===== config.mk =====
export PLATFORM = sky130hd
export DESIGN_NAME = uart_boot_ctrl
export DESIGN_NICKNAME = d
export VERILOG_FILES = /design/src/rtl/uart_boot_ctrl_pkg.sv /design/src/rtl/boot_idle_timer.sv /design/src/rtl/uart_boot_ctrl.sv
export SDC_FILE = /design/constraint.sdc
export NUM_CORES = 1
export LEC_CHECK = 0
export CAP_MARGIN = 20
export CORE_MARGIN = 2
export CORE_UTILIZATION = 50
export DETAILED_ROUTE_END_ITERATION = 7
export GPL_ROUTABILITY_DRIVEN = 0
export PLACE_DENSITY_LB_ADDON = 0.15
export RECOVER_POWER = 100
export SLEW_MARGIN = 5
export SYNTH_ARGS = -nofsm -noshare
export SYNTH_HDL_FRONTEND = slang
export SYNTH_SLANG_ARGS = --single-unit

===== constraint.sdc =====
create_clock -name clk -period 2.9 [get_ports clk]
set_clock_uncertainty 0.05 [all_clocks]
set_input_delay 0.435 -clock clk [delete_from_list [all_inputs] [get_ports clk]]
set_output_delay 0.435 -clock clk [all_outputs]
set_load 0.01 [all_outputs]

===== src/rtl/uart_boot_ctrl_pkg.sv =====
// uart_boot_ctrl_pkg
//   Shared types and constants for the framed UART program loader.
//   - BOOT_SYNC_BYTE : first byte of every frame
//   - boot_state_t   : loader FSM states
//   - boot_err_t     : error codes reported on err_code
//   - in_frame()     : true for the states between SYNC and the checksum byte
package uart_boot_ctrl_pkg;

  localparam logic [7:0] BOOT_SYNC_BYTE = 8'hA5;

  typedef enum logic [2:0] {
    IDLE,
    LEN_LO,
    LEN_HI,
    DATA,
    CSUM,
    RUN,
    ERROR
  } boot_state_t;

  typedef enum logic [1:0] {
    ERR_NONE,
    ERR_LEN,
    ERR_CSUM,
    ERR_TIMEOUT
  } boot_err_t;

  function automatic logic in_frame(boot_state_t s);
    return (s == LEN_LO) || (s == LEN_HI) || (s == DATA) || (s == CSUM);
  endfunction

endpackage


===== src/rtl/boot_idle_timer.sv =====
// boot_idle_timer
//   Counts idle clocks while enabled. The count returns to zero whenever
//   clr is high or the timer is disabled. expire is a combinational strobe
//   raised in the cycle whose closing edge brings the count to LIMIT-1, so
//   the owner can change state on that same edge.
// Ports:
//   clk, reset : clock and synchronous active-high reset
//   en         : count enable (frame in progress)
//   clr        : restart the count (a byte arrived); also masks expire
//   expire     : idle limit reached this cycle
module boot_idle_timer #(
  parameter int unsigned LIMIT = 16
) (
  input  logic clk,
  input  logic reset,
  input  logic en,
  input  logic clr,
  output logic expire
);

  localparam int unsigned CW = (LIMIT > 2) ? $clog2(LIMIT) : 1;

  logic [CW-1:0] cnt_q, cnt_d;

  always_comb begin
    cnt_d = cnt_q;
    if (clr || !en) begin
      cnt_d = '0;
    end else if (cnt_q != CW'(LIMIT - 1)) begin
      cnt_d = cnt_q + CW'(1);
    end
  end

  always_ff @(posedge clk) begin
    if (reset) begin
      cnt_q <= '0;
    end else begin
      cnt_q <= cnt_d;
    end
  end

  // A byte arriving in the expiring cycle wins, so clr masks expire.
  assign expire = en && !clr && (cnt_q == CW'(LIMIT - 2));

endmodule


===== src/rtl/uart_boot_ctrl.sv =====
// uart_boot_ctrl
//   Framed program loader between a UART receiver and a byte-wide CPU
//   memory write port. Frame: A5, LEN_LO, LEN_HI, LEN payload bytes, CSUM
//   (8-bit sum of payload). Holds the CPU in reset until a full frame with a
//   good checksum is loaded.
// Handshake: rx_valid is a one-cycle strobe; rx_data is meaningful only while
//   it is high. There is no back-pressure: every strobe is consumed on the
//   edge that samples it. mem_we is a one-cycle strobe qualifying mem_addr and
//   mem_wdata; the memory must accept a write every cycle.
// Ports:
//   clk, reset            : clock, synchronous active-high reset
//   rx_valid, rx_data     : received byte strobe and data
//   mem_we/addr/wdata     : registered memory write port
//   cpu_reset_n           : 1 lets the CPU run (only in RUN)
//   busy                  : frame in progress (LEN_LO..CSUM)
//   err, err_code         : sticky error and its cause, cleared by SYNC
//   dbg_state             : current FSM state
module uart_boot_ctrl
  import uart_boot_ctrl_pkg::*;
#(
  parameter int unsigned ADDR_WIDTH     = 10,
  parameter int unsigned TIMEOUT_CYCLES = 1_000_000
) (
  input  logic                  clk,
  input  logic                  reset,
  input  logic                  rx_valid,
  input  logic [7:0]            rx_data,
  output logic                  mem_we,
  output logic [ADDR_WIDTH-1:0] mem_addr,
  output logic [7:0]            mem_wdata,
  output logic                  cpu_reset_n,
  output logic                  busy,
  output logic                  err,
  output logic [1:0]            err_code,
  output boot_state_t           dbg_state
);

  // Length and byte counter need one extra bit to hold 2**ADDR_WIDTH.
  localparam int unsigned LW      = ADDR_WIDTH + 1;
  localparam logic [16:0] MAX_LEN = 17'(2 ** ADDR_WIDTH);

  boot_state_t           state_q, state_d;
  logic [7:0]            len_lo_q, len_lo_d;
  logic [LW-1:0]         len_q, len_d;
  logic [LW-1:0]         cnt_q, cnt_d;
  logic [7:0]            sum_q, sum_d;
  logic                  mem_we_q, mem_we_d;
  logic [ADDR_WIDTH-1:0] mem_addr_q, mem_addr_d;
  logic [7:0]            mem_wdata_q, mem_wdata_d;
  logic                  cpu_reset_n_q, cpu_reset_n_d;
  logic                  busy_q, busy_d;
  logic                  err_q, err_d;
  boot_err_t             err_code_q, err_code_d;

  logic [15:0]           len_full;
  logic                  tmr_expire;

  // busy_q is exactly "state_q is inside a frame", so it gates the timer.
  boot_idle_timer #(
    .LIMIT (TIMEOUT_CYCLES)
  ) u_idle_timer (
    .clk    (clk),
    .reset  (reset),
    .en     (busy_q),
    .clr    (rx_valid),
    .expire (tmr_expire)
  );

  assign len_full = {rx_data, len_lo_q};

  always_comb begin
    state_d     = state_q;
    len_lo_d    = len_lo_q;
    len_d       = len_q;
    cnt_d       = cnt_q;
    sum_d       = sum_q;
    mem_we_d    = 1'b0;
    mem_addr_d  = mem_addr_q;
    mem_wdata_d = mem_wdata_q;
    err_d       = err_q;
    err_code_d  = err_code_q;

    case (state_q)
      IDLE, RUN, ERROR: begin
        if (rx_valid && (rx_data == BOOT_SYNC_BYTE)) begin
          state_d    = LEN_LO;
          err_d      = 1'b0;
          err_code_d = ERR_NONE;
          sum_d      = '0;
          cnt_d      = '0;
        end
      end
      LEN_LO: begin
        if (rx_valid) begin
          len_lo_d = rx_data;
          state_d  = LEN_HI;
        end
      end
      LEN_HI: begin
        if (rx_valid) begin
          if ((len_full == 16'd0) || ({1'b0, len_full} > MAX_LEN)) begin
            state_d    = ERROR;
            err_d      = 1'b1;
            err_code_d = ERR_LEN;
          end else begin
            len_d   = LW'(len_full);
            cnt_d   = '0;
            state_d = DATA;
          end
        end
      end
      DATA: begin
        if (rx_valid) begin
          mem_we_d    = 1'b1;
          mem_addr_d  = cnt_q[ADDR_WIDTH-1:0];
          mem_wdata_d = rx_data;
          sum_d       = sum_q + rx_data;
          cnt_d       = cnt_q + LW'(1);
          if ((cnt_q + LW'(1)) == len_q) begin
            state_d = CSUM;
          end
        end
      end
      CSUM: begin
        if (rx_valid) begin
          if (rx_data == sum_q) begin
            state_d = RUN;
          end else begin
            state_d    = ERROR;
            err_d      = 1'b1;
            err_code_d = ERR_CSUM;
          end
        end
      end
      default: state_d = IDLE;
    endcase

    // Only fires in frame states with no byte this cycle.
    if (tmr_expire) begin
      state_d    = ERROR;
      err_d      = 1'b1;
      err_code_d = ERR_TIMEOUT;
    end

    busy_d        = in_frame(state_d);
    cpu_reset_n_d = (state_d == RUN);
  end

  always_ff @(posedge clk) begin
    if (reset) begin
      state_q       <= IDLE;
      len_lo_q      <= '0;
      len_q         <= '0;
      cnt_q         <= '0;
      sum_q         <= '0;
      mem_we_q      <= 1'b0;
      mem_addr_q    <= '0;
      mem_wdata_q   <= '0;
      cpu_reset_n_q <= 1'b0;
      busy_q        <= 1'b0;
      err_q         <= 1'b0;
      err_code_q    <= ERR_NONE;
    end else begin
      state_q       <= state_d;
      len_lo_q      <= len_lo_d;
      len_q         <= len_d;
      cnt_q         <= cnt_d;
      sum_q         <= sum_d;
      mem_we_q      <= mem_we_d;
      mem_addr_q    <= mem_addr_d;
      mem_wdata_q   <= mem_wdata_d;
      cpu_reset_n_q <= cpu_reset_n_d;
      busy_q        <= busy_d;
      err_q         <= err_d;
      err_code_q    <= err_code_d;
    end
  end

  assign mem_we      = mem_we_q;
  assign mem_addr    = mem_addr_q;
  assign mem_wdata   = mem_wdata_q;
  assign cpu_reset_n = cpu_reset_n_q;
  assign busy        = busy_q;
  assign err         = err_q;
  assign err_code    = err_code_q;
  assign dbg_state   = state_q;

endmodule

### Yosys cells after proc, flatten, opt, wreduce, memory -nomap -nowiden

Index checks and enable logic that the tools add are counted.

* reductions and logical operators: 24
* eq/ne operators: 25
* multiplexer cells: 33
* bitwise operators: 2
* $lt $le $gt $ge: 1
* add/subtract/negate cells: 3

Operator list (count)
* $mux 11: 4
* $pmux 11 s3: 1
* $mux 3: 8
* $add 20x1->20 const B: 1
* $eq 20x20->1 const B: 1
* $ne 20x20->1 const B: 1
* $gt 16x11->1 const B: 1
* $logic_not 16->1: 1
* $mux 8: 2
* $pmux 8 s2: 1
* $eq 3x3->1 const B: 5
* $ne 3x3->1 const B: 5
* $pmux 3 s5: 1
* $mux 2: 7
* $eq 3x2->1 const B: 4
* $add 11x1->11 const B: 1
* $eq 11x11->1: 1
* $add 8x8->8: 1
* $eq 8x8->1: 1
* $eq 8x8->1 const B: 1
* $ne 2x2->1 const B: 4
* $mux 1: 7
* $eq 3x1->1 const B: 2
* $pmux 2 s3: 1
* other kinds (15): 26

* flip-flop bits (word level): 85
* input bits: 11
* output and inout bits: 27
* logic and storage cells: 101

### Depth between registers and ports, before layout

* depth in word-level cells: 10
* mapped depth: 9
* gate-level depth less buffers: 9

### Cells and area by module

Synthesis repeated with hierarchy kept, for this count alone.

* cell total of the unflattened synthesis: 539
* area, all modules: 4340.4 sq um

By module, submodules not included
* uart_boot_ctrl: instances 1, sequential area each 1301.2 sq um, cells an instance 427, area an instance 3375.7 sq um
* boot_idle_timer: instances 1, sequential area each 400.4 sq um, cells an instance 112, area an instance 964.7 sq um

### Least setup slack after synthesis

No wires, ideal clock.

* kind: flip-flop to flip-flop
* start: register cnt_q[0]
* end: register busy_q (netlist: busy)
* path buffers: 1
* data arrival time: 2333 ps
* cell stages (with the launch flop): 10
* setup time: 70 ps
* period minus slack after synthesis: 2454 ps
* required time: 2780 ps
* path slack: 446 ps
* cells stage by stage: dfxtp_1 ha_1 and3_1 buf_2 a31oi_1 o2111ai_2 nor4_4 a21oi_1 or4_1 a21oi_1

* word-level cells in the longest chain between the ends: 10
* elaborated cells between the ends (all ways): 13
* those cells by class: add/sub (1); eq/ne (5); mux (4); reduce/logical (3)

RTL lines
* from (decl): line uart_boot_ctrl.sv:45 `logic [LW-1:0] cnt_q, cnt_d;`
* from (signal assigned): line uart_boot_ctrl.sv:167 `cnt_q <= cnt_d;`
* $add 11x1->11 *: line uart_boot_ctrl.sv:119 `if ((cnt_q + LW'(1)) == len_q) begin`
* $eq 11x11->1 *: line uart_boot_ctrl.sv:119
* $mux 3 *: line uart_boot_ctrl.sv:119
* $mux 3 *: line uart_boot_ctrl.sv:113 `if (rx_valid) begin`
* $pmux 3 s5 *: line uart_boot_ctrl.sv:83 `case (state_q)`
* $mux 3 *: line uart_boot_ctrl.sv:139 `if (tmr_expire) begin`
* $eq 3x1->1 or $eq 3x2->1 (tied branches): line uart_boot_ctrl_pkg.sv:29 `return (s == LEN_LO) || (s == LEN_HI) || (s == DATA) || (s == CSUM);`
* $logic_or 1x1->1 (2 in series): line uart_boot_ctrl_pkg.sv:29
* $logic_or 1x1->1 *: line uart_boot_ctrl_pkg.sv:29
* to (signal assigned): line uart_boot_ctrl.sv:173 `busy_q <= busy_d;`
* to (decl): line uart_boot_ctrl.sv:51 `logic busy_q, busy_d;`

Mark *: on every way between the ends. The rest lies on a longest branch, timed or not.
A chain may end at the register's enable or synchronous reset.

### Worst setup path after layout

* start: input port rx_data[1]
* end: register sum_q[7]

* word-level cells in the longest chain between the ends: 4
* elaborated cells between the ends (all ways): 7
* those cells by class: add/sub (1); eq/ne (2); mux (2); reduce/logical (2)

RTL lines
* from (decl): line uart_boot_ctrl.sv:27 `input logic [7:0] rx_data,`
* branches (longest 4 deep; another with $add 8x8->8)
* to (signal assigned): line uart_boot_ctrl.sv:168 `sum_q <= sum_d;`
* to (decl): line uart_boot_ctrl.sv:46 `logic [7:0] sum_q, sum_d;`

Several ways; the timed one is not identified. The select of a mux whose other input is x is not followed.

==> results.yml <==
outcome:
  status: "complete, no violations"
clock_network:
  numCtsBuffers: 9
  cts_root_buf: "clkbuf_8"
  holdBufCountCts: 0
  cts.sinks: 85
  cts_tree: "yes"
  h-tree-depth: 3
  clk_pin_slew_ps: 90
  clk-insertion-delay-late_ps: 360
  clockBufferDepth: 2
  ctsResizeCount: 0
  post_cts_buffers: 0
yosys:
  ys_async_sr_fraction_pct: 0
  synth-seq-cells: 85
  syn_area_um2: 4230
  syn-instance-count: 504
  yosysSeqAreaShare_pct: 40.2
  syn_nets: 526
  synth_xor_area_share_pct: 7.74
  synth_compound_area_share_pct: 15.9
  postSynthAreaPerCell_um2: 8.40
  yosys.area_share.simple_pct: 24.8
  synth.mux.area_fraction_pct: 4.49
  ys_types: 56
  synth-edff-count: 0
  synth_fa_ha_area_share_pct: 3.43
  synth_top_family_by_area: "simple AND/OR/NAND/NOR gates"
  synthFlopType: "dfxtp_1"
  yosysWarningCount: 0
timing:
  maxSlewHeadroom_pct: 29.8
  post-route-period-util_pct: 91.6
  final_max_slew_viol_count: 0
  finalSetupTns_ps: 0
  rsz0062_at_grt: "false"
  hold_viol_final: 0
  setup_viol: 0
  fin_crit_ps: 2660
  tightestPinTransition_ps: 1040
  fmax_mhz: 376
  hold_slack_ps: 403
min_path:
  hold_path_class: "flop to flop"
  hold_end: "mem_addr[4]"
  hold-path-cell-count: 2
  hold_start: "mem_addr[4]"
global_route:
  grt-ovfl-total: 0
  antenna_found_initial: 0
  grt_pass1_vias: 3470
  grtUsageTotal_pct: 22.8
  grt_max_degree: 39
  grt_pass1_wl_um: 16400
worst_setup_path:
  reg2reg_to: "busy"
  cp.arrival_ps: 2910
  end_kind: "flop"
  worstSetupPathType: "input port to flop"
  rr_startpoint: "cnt_q[0]"
  reg2reg_slack_ps: 310
  crit_path_max_fanout: 4
  ff2ff_path_depth: 8
  startpoint: "rx_data[1]"
  crit_required_ps: 3150
  worst_setup_path_start_kind: "input port"
detailed_routing:
  vias: 3803
  finalWirelength_um: 9890
  firstDrtPassIters: 4
  drt_iter0_drc: 220
  wire_per_inst_um: 15.1
  drcViolationCount: 0
  ant_nets: 0
  vias_per_cell: 5.81
finish:
  layout_common_cells: "85 x dfxtp_1, 69 x nor2_1, 53 x nand2_1"
  fillers: 764
  num_antenna_cells: 0
  layout.nets: 567
  fin_cells: 655
  drive_gt1_share_pct: 7.45
  final_common_cell: "dfxtp_1"
  area.growth.synth_to_final_pct: 17.3
floorplan:
  die_w_um: 96.0
  io_pins: 38
  die_h_um: 96.0
  start_util_pct: 51.5
  rows: 33
  die_area_um2: 9220
  core_area_um2: 8220
place:
  port_buffers: 37
  dp_hpwl_um: 7080
  dp.cells: 639
power_and_ir_drop:
  peakVddDrop_mv: 0.353
  power_uw: 2670
  leakagePower_uw: 0.00181
  cellPowerDensity_nw_per_um2: 538
job:
  drv_cap: 0
state kept, by name (all words and copies together) (netlist names):
name                flops
u_idle_timer.cnt_q     20
cnt_q                  11
len_q                  11
mem_addr               10
len_lo_q                8
mem_wdata               8
sum_q                   8
dbg_state               3
err_code                2
busy                    1
cpu_reset_n             1
err                     1
mem_we                  1
how the worst max path moves through the flow:
stage	end	slack (ps)	depth (start not counted)
2_1_floorplan	busy	450	9
3_3_place_gp	busy	70	9
3_5_place_dp	busy	20	9
4_1_cts	busy	300	8
5_1_grt	cnt_q[2]	60	9
6_report	sum_q[7]	240	9
through the flow:
step | instance area, µm² | util (%) | setup WS [ps]
5_1_grt | 4960 | 60.4 | 63.5
2_1_floorplan | 4230 | - | 446
3_3_place_gp | 4760 | 58.0 | 70.9
3_5_place_dp | 4760 | 58.0 | 20.1
6_report | 4960 | 60.4 | 243
4_1_cts | 4990 | 60.7 | 298
per-layer routing:
layer | share of wire [%] | vias to the layer above | GRT usage, %
li1 | - | 1878 | -
met1 | 47 | 1803 | 30.9
met2 | 45 | 108 | 35.2
met3 | 6.1 | 14 | 5.32
met4 | 1.6 | 0 | 8.45
met5 | 0 | - | 0
cell type report:
cell class,count,area [µm²],area share (%)
clock buffers,11,141,2.85
multi-input cells,385,2390,48.1
inverters,7,26.3,0.529
flip-flops and latches,85,1700,34.3
repair buffers,57,494,9.95
clock inverters,5,82.6,1.66
well taps,105,131,2.65
cell usage after synthesis, types with 8 or more instances:
cell type  number  area (µm²)
a21oi_1        48         240
a22oi_1         8        60.1
clkbuf_1       19        71.3
dfxtp_1        85        1700
ha_1           10         125
mux2i_1        19         190
nand2_1        53         199
nand3_1        16        80.1
nand4_1        11        68.8
nor2_1         69         259
nor3_1          9        45.0
o21ai_1        15        75.1
xnor2_1        14         123
xor2_1         17         149
cell families after synthesis:
logic type      Yosys count
fa+ha+maj                11
compound gates          110
xor+xnor                 34
simple gates            211
flops                    85
buf+inv                  34
mux                      19
power by group:
group	total [µW]	leakage (µW)	internal, µW	switching, µW
Combinational	450	0.00101	186	263
Sequential	1270	0.000685	1210	64.8
Clock	948	0.000114	513	435
worst max-delay path, stage by stage:
cell and delay [ps]:
dlygate4sd3_1 610, ha_1 340, a21o_1 160, a21oi_1 200, o21bai_1 110, a2111oi_0 460
nor3_1 140, a2111o_1 360, nand3_1 80
No activity file was read; power rests on OpenSTA's default activity.
